### src/rtl/iot_responder.sv
// rtl/iot_responder.sv - PDP-8 style IOT responder for keyboard (03) and teleprinter (04) devices.
// Optional IOT_INTERRUPT_EN adds device 00 ION/IOF decoding and the int_req output.
module iot_responder #(
  parameter int PRINT_DELAY = 4
) (
  input  logic       clock,
  input  logic       reset,
  input  logic       iot_req,
  input  logic [5:0] iot_dev,
  input  logic [2:0] iot_pulse,
  input  logic [7:0] dataout,
  output logic       iot_done,
  output logic       skip,
  output logic       clear_ac,
  output logic [7:0] datain,
  input  logic       kbd_valid,
  input  logic [7:0] kbd_data,
  output logic       kbd_ready,
  output logic       tto_valid,
  output logic [7:0] tto_data,
  input  logic       tto_ready
`ifdef IOT_INTERRUPT_EN
  ,
  output logic       int_req
`endif
);

  localparam logic [1:0] ST_IDLE = 2'd0;
  localparam logic [1:0] ST_SEND = 2'd1;
  localparam logic [1:0] ST_BUSY = 2'd2;
  localparam logic [7:0] LAST_COUNT = 8'(PRINT_DELAY - 1);

  logic [1:0] state;
  logic [7:0] count;
  logic       kbd_flag;
  logic       tto_flag;
  logic [7:0] kbd_buf;
  logic       kbd_sel;
  logic       tto_sel;
  logic       kbd_capture;
  logic       print_done;

  assign kbd_sel     = iot_req && (iot_dev == 6'o03);
  assign tto_sel     = iot_req && (iot_dev == 6'o04);
  assign kbd_ready   = !kbd_flag;
  assign kbd_capture = kbd_valid && !kbd_flag;
  assign tto_valid   = (state == ST_SEND);
  assign print_done  = (state == ST_BUSY) && (count == LAST_COUNT);

`ifdef IOT_INTERRUPT_EN
  logic int_sel;
  logic int_en;

  assign int_sel = iot_req && (iot_dev == 6'o00);
  assign int_req = int_en && (kbd_flag || tto_flag);

  always_ff @(posedge clock) begin
    if (reset) begin
      int_en <= 1'b0;
    end else if (int_sel && iot_pulse[1]) begin
      int_en <= 1'b0;
    end else if (int_sel && iot_pulse[0]) begin
      int_en <= 1'b1;
    end
  end
`endif

  // Responses are built from pre-update flag/buffer values, so skip reflects the state before this request.
  always_ff @(posedge clock) begin
    if (reset) begin
      iot_done <= 1'b0;
      skip     <= 1'b0;
      clear_ac <= 1'b0;
      datain   <= 8'd0;
    end else begin
      iot_done <= iot_req;
      skip     <= 1'b0;
      clear_ac <= 1'b0;
      datain   <= 8'd0;
      if (kbd_sel) begin
        skip     <= iot_pulse[0] && kbd_flag;
        clear_ac <= iot_pulse[1];
        datain   <= iot_pulse[2] ? kbd_buf : 8'd0;
      end
      if (tto_sel) begin
        skip <= iot_pulse[0] && tto_flag;
      end
    end
  end

  // A character arriving in the same cycle as a P2 clear wins: the flag ends set.
  always_ff @(posedge clock) begin
    if (reset) begin
      kbd_flag <= 1'b0;
      kbd_buf  <= 8'd0;
    end else if (kbd_capture) begin
      kbd_flag <= 1'b1;
      kbd_buf  <= kbd_data;
    end else if (kbd_sel && iot_pulse[1]) begin
      kbd_flag <= 1'b0;
    end
  end

  always_ff @(posedge clock) begin
    if (reset) begin
      tto_flag <= 1'b0;
    end else if (print_done) begin
      tto_flag <= 1'b1;
    end else if (tto_sel && iot_pulse[1]) begin
      tto_flag <= 1'b0;
    end
  end

  always_ff @(posedge clock) begin
    if (reset) begin
      state    <= ST_IDLE;
      count    <= 8'd0;
      tto_data <= 8'd0;
    end else begin
      case (state)
        ST_IDLE: begin
          if (tto_sel && iot_pulse[2]) begin
            tto_data <= dataout;
            state    <= ST_SEND;
          end
        end
        ST_SEND: begin
          if (tto_ready) begin
            count <= 8'd0;
            state <= ST_BUSY;
          end
        end
        ST_BUSY: begin
          if (print_done) begin
            count <= 8'd0;
            state <= ST_IDLE;
          end else begin
            count <= count + 8'd1;
          end
        end
        default: begin
          count <= 8'd0;
          state <= ST_IDLE;
        end
      endcase
    end
  end

endmodule
### config.mk
export PLATFORM = sky130hd
export DESIGN_NAME = iot_responder
export DESIGN_NICKNAME = d
export VERILOG_FILES = /design/src/rtl/iot_responder.sv
export SDC_FILE = /design/constraint.sdc
export NUM_CORES = 1
export LEC_CHECK = 0
export BUFFER_PORTS_ARGS = -buffer_cell sky130_fd_sc_hd__buf_2
export CAP_MARGIN = 10
export CELL_PAD_IN_SITES_DETAIL_PLACEMENT = 1
export CELL_PAD_IN_SITES_GLOBAL_PLACEMENT = 1
export CORE_AREA = 2 2 48 95
export DETAILED_ROUTE_END_ITERATION = 6
export DIE_AREA = 0 0 50 97
export PLACE_DENSITY_LB_ADDON = 0.08
export SLEW_MARGIN = 40
export SYNTH_ARGS = -nofsm -noshare
export SYNTH_HDL_FRONTEND = slang
export SYNTH_SLANG_ARGS = --single-unit
### constraint.sdc
create_clock -name clock -period 3.3 [get_ports clock]
set_clock_uncertainty 0.2 [all_clocks]
set_input_delay 0.33 -clock clock [delete_from_list [all_inputs] [get_ports clock]]
set_output_delay 0.33 -clock clock [all_outputs]
set_load 0.005 [all_outputs]
# == After elaboration in Yosys (flattened, before gate mapping) ==
# Index checks and enable logic that the tools add are counted.
# op_classes
addsub,1
eq_ne,8
mux,13
bitwise,3
n_reduce_logical,18
# op_table
operator,n
$pmux W8 S3,1
$mux W8,2
$logic_and A1 B1 Y1,9
$add A8 B1 Y8 const B,1
$eq A8 B2 Y1 const B,1
$eq A6 B2 Y1 const B,1
$eq A6 B3 Y1 const B,1
$mux W1,6
$mux W2,3
$pmux W2 S3,1
$ne A2 B2 Y1 const B,2
$reduce_and A2 Y1,2
$reduce_bool A2 Y1,2
$not A1 Y1,3
$reduce_and A3 Y1,1
$reduce_or A3 Y1,1
$eq A2 B1 Y1 const B,1
$eq A2 B2 Y1 const B,1
$logic_not A2 Y1,1
$ne A2 B1 Y1 const B,1
$reduce_or A2 Y1,1
$logic_not A1 Y1,1
# word_totals
reg_bits,39
input_bits,30
out_inout_bits,21
elab_cells,53

# == Depth between registers and ports, before layout ==
# depth
word_depth,5
mapped_depth,6
depth_no_buf,5

# == Worst setup path before layout ==
# OpenSTA, ideal clock, no wires.
# synth_path
path_kind,register to register
startpoint,register count[0]
endpoint,register count[7]
setup_time_ns,0.122
t_arrival_ns,1.310
slack_ns,1.668
stages_incl_launch_ff,6
n_path_buf,0
synth_period_minus_slack_ns,1.632
path_cell_list,dfxtp_1 -> ha_1 -> and2b_1 -> a31oi_2 -> and4bb_1 -> a311o_1
# synth_between
elab_chain_cells,4
elab_cells_between_ends,5
cone_classes,add/sub (1); eq/ne (1); mux (2); reduce/logical (1)
# synth_lines
item,line_no,rtl
from (decl),34,logic [7:0] count;
from (signal assigned),138,count <= count + 8'd1;
"parallel branches: the longest is 2 deep, another holds $add A8 B1 Y8",--,
$mux W8 *,134,if (print_done) begin
$pmux W8 S3 *,120,case (state)
# Mark *: on every way between the ends.
# A chain may end at the register's enable or synchronous reset.

# == Final worst setup path ==
# layout_path
startpoint,register count[0]
endpoint,register count[3]
# Same word-level chain as after synthesis.

==> flow_summary.toml <==
[layout]
antennaDiodeCount = 0
fillers = 497
area_delta_synth_final_pct = 23.5
most-common-layout-cells = "buf_2, dfxtp_1, nand2_1, nor2_1, a21oi_1"
final_common_cell = "buf_2"
fin_cells = 270
regArea_sq_um = 781
drive_above_1_share_pct = 30.7
num-nets-final = 248
multiInputGateArea_sq_um = 733

[worst_setup_path]
cp_max_fo = 13
path_class = "reg2reg"
cp-end-kind = "flip-flop"
arrival_ns = 1.98
cp-start-kind = "flip-flop"
worstPathRequired_ns = 3.30

[routing]
drc = 0
wl_microns = 3740
dr.pass1.iters = 4
drt_iter0_drc = 7
ant_nets = 0
drt-wirelength-per-cell_microns = 13.9
viasPerCell = 5.00
vias = 1351

[power_and_ir_drop]
leakage_nw = 0.889
power_density_nw_per_um2 = 439
total_power_uw = 845
irDropWorstVdd_v = 0.000273

[cts]
clk_latency_ns = 0.28
cts_tree = "done"
cts_setup_buffers = 0
numCtsBuffers = 5
clockRootBuffer = "clkbuf_8"
cts_buffer_depth = 2
ctsHoldBuffers = 0
htree_levels = 2
clk_pin_slew_ns = 0.08
cts.sinks = 39
cts_resized = 0

[run]
drv_cap = 0

[floorplanning]
coreArea_sq_um = 4090
ios = 51
die_x_microns = 50
initial_core_util_pct = 38.1
die_h_microns = 97
rows = 33
die_area_sq_um = 4850

[sta]
worst_pin_slew_ns = 0.678
fmax_mhz = 504
hold_violations = 0
finalMaxSlewViolations = 0
rsz0062_at_grt = "false"
final.period_utilization_pct = 60.1
hold_slack_ns = 0.0703
finalSetupViolCount = 0
relSlewSlack_pct = 54.7
period_needed_ns = 1.98
setup_tns_ns = 0

[synth]
syn-cell-area_sq_um = 1560
syn_area_per_cell_sq_um = 9.38
ys_ff_latch = 39
synth_cell_types = 40
yosys_warnings = 0
syn_inst = 166
syn_nets = 197
synth_seq_area_share_pct = 50.2

[place]
place_congestion = 0.737
port_buffers = 50
placed_cells = 262
dp_hpwl_microns = 2930

[grt]
grt_max_degree = 34
grtUsageTotal_pct = 17.0
first_global_vias = 1480
gr-total-overflow = 0
grt_pass1_wl_microns = 6490
grt_antenna_before_repair = 0

[min_path]
min_path_type = "in2reg"

[run_status]
status = "complete, no violations"
## routing by layer
layer	share of wire (%)	global-route usage (%)	up-vias
met5	0	0	-
met4	1.1	6.41	0
met3	3.0	2.78	5
met2	60	33.3	28
met1	36	16.7	642
li1	-	-	676
## layout make-up
type                    count  share of cell area (%)
clock buffers               6                    3.78
clock inverters             2                   0.651
inverters                   2                   0.391
multi-input cells         119                    38.2
flip-flops and latches     39                    40.6
well taps                  52                    3.39
repair buffers             50                    13.0
## metrics by stage
step	setup slack, ns	instance area (sq um)	utilization (%)
after CTS	1.30	1920	47.0
after global routing	1.15	1920	47.0
after detailed placement	1.03	1840	44.9
after global placement	1.14	1840	44.9
after floorplan	1.67	1560	-
final	1.32	1920	47.0
## registers in the layout, indices dropped and copies added (netlist names)
name and flops:
skip 1, state 2, tto_flag 1, clear_ac 1
kbd_flag 1, kbd_buf 8, datain 8, count 8
iot_done 1, tto_data 8
## critical path, stage by stage, from the launching register on
cell,delay (ns)
dfxtp_1,0.34
ha_1,0.25
and2b_1,0.19
a31oi_2,0.51
nand2_1,0.11
a311oi_1,0.28
## where the power goes
group / internal, mW / total (mW) / switching [mW]
combinational: 0.0224 / 0.0519 / 0.0294
sequential: 0.478 / 0.482 / 0.00375
clock: 0.148 / 0.311 / 0.163
total: 0.648 / 0.845 / 0.196
## path summary, 6_finish.rpt
kind / start / endpoint / slack (ns) / cells after the start
worst max-delay path: count[0] / count[3] / 1.32 / 5
worst min-delay path: iot_pulse[0] / skip / 0.07 / 2
worst max register to register: count[0] / count[3] / 1.32 / 5
worst min register to register: kbd_buf[2] / kbd_buf[2] / 0.26 / 2
## cell families after synthesis
| logic type | count (synthesis) | synth area share, % |
|---|---|---|
| and+or+nand+nor | 86 | 29.9 |
| AOI/OAI and AO/OA | 23 | 10.6 |
| adders and majority gates | 1 | 0.804 |
| buffers and inverters | 8 | 2.73 |
| DFF | 39 | 50.2 |
| muxes | 9 | 5.79 |
## synth_stat cells, drive strengths merged
master   count  area share, %
nand2b       2            1.3
mux2i        9            5.8
nor2        22            5.3
o21ai        1           0.32
dfxtp       39             50
and4bb       1           0.80
a21oi       12            3.9
buf          4            1.8
and2b        1           0.48
nor3b        1           0.48
o2111ai      2            1.1
a311oi       2            1.5
nor4b        1            1.5
and3         2           0.88
inv          2           0.48
nor3         2            1.3
clkbuf       2           0.48
a2bb2oi      1           0.56
nand4        5            2.0
a22oi        1           0.48
nand3        7            2.6
nor4         2           0.80
a211oi       1           0.80
ha           1           0.80
and4         1           0.56
and2         8            3.2
a31oi        1           0.80
a21o         1           0.48
nand2       25            6.2
nor2b        5            2.0
a311o        1           0.64
nand3b       1           0.48
Power figures use the tool's default switching activity.
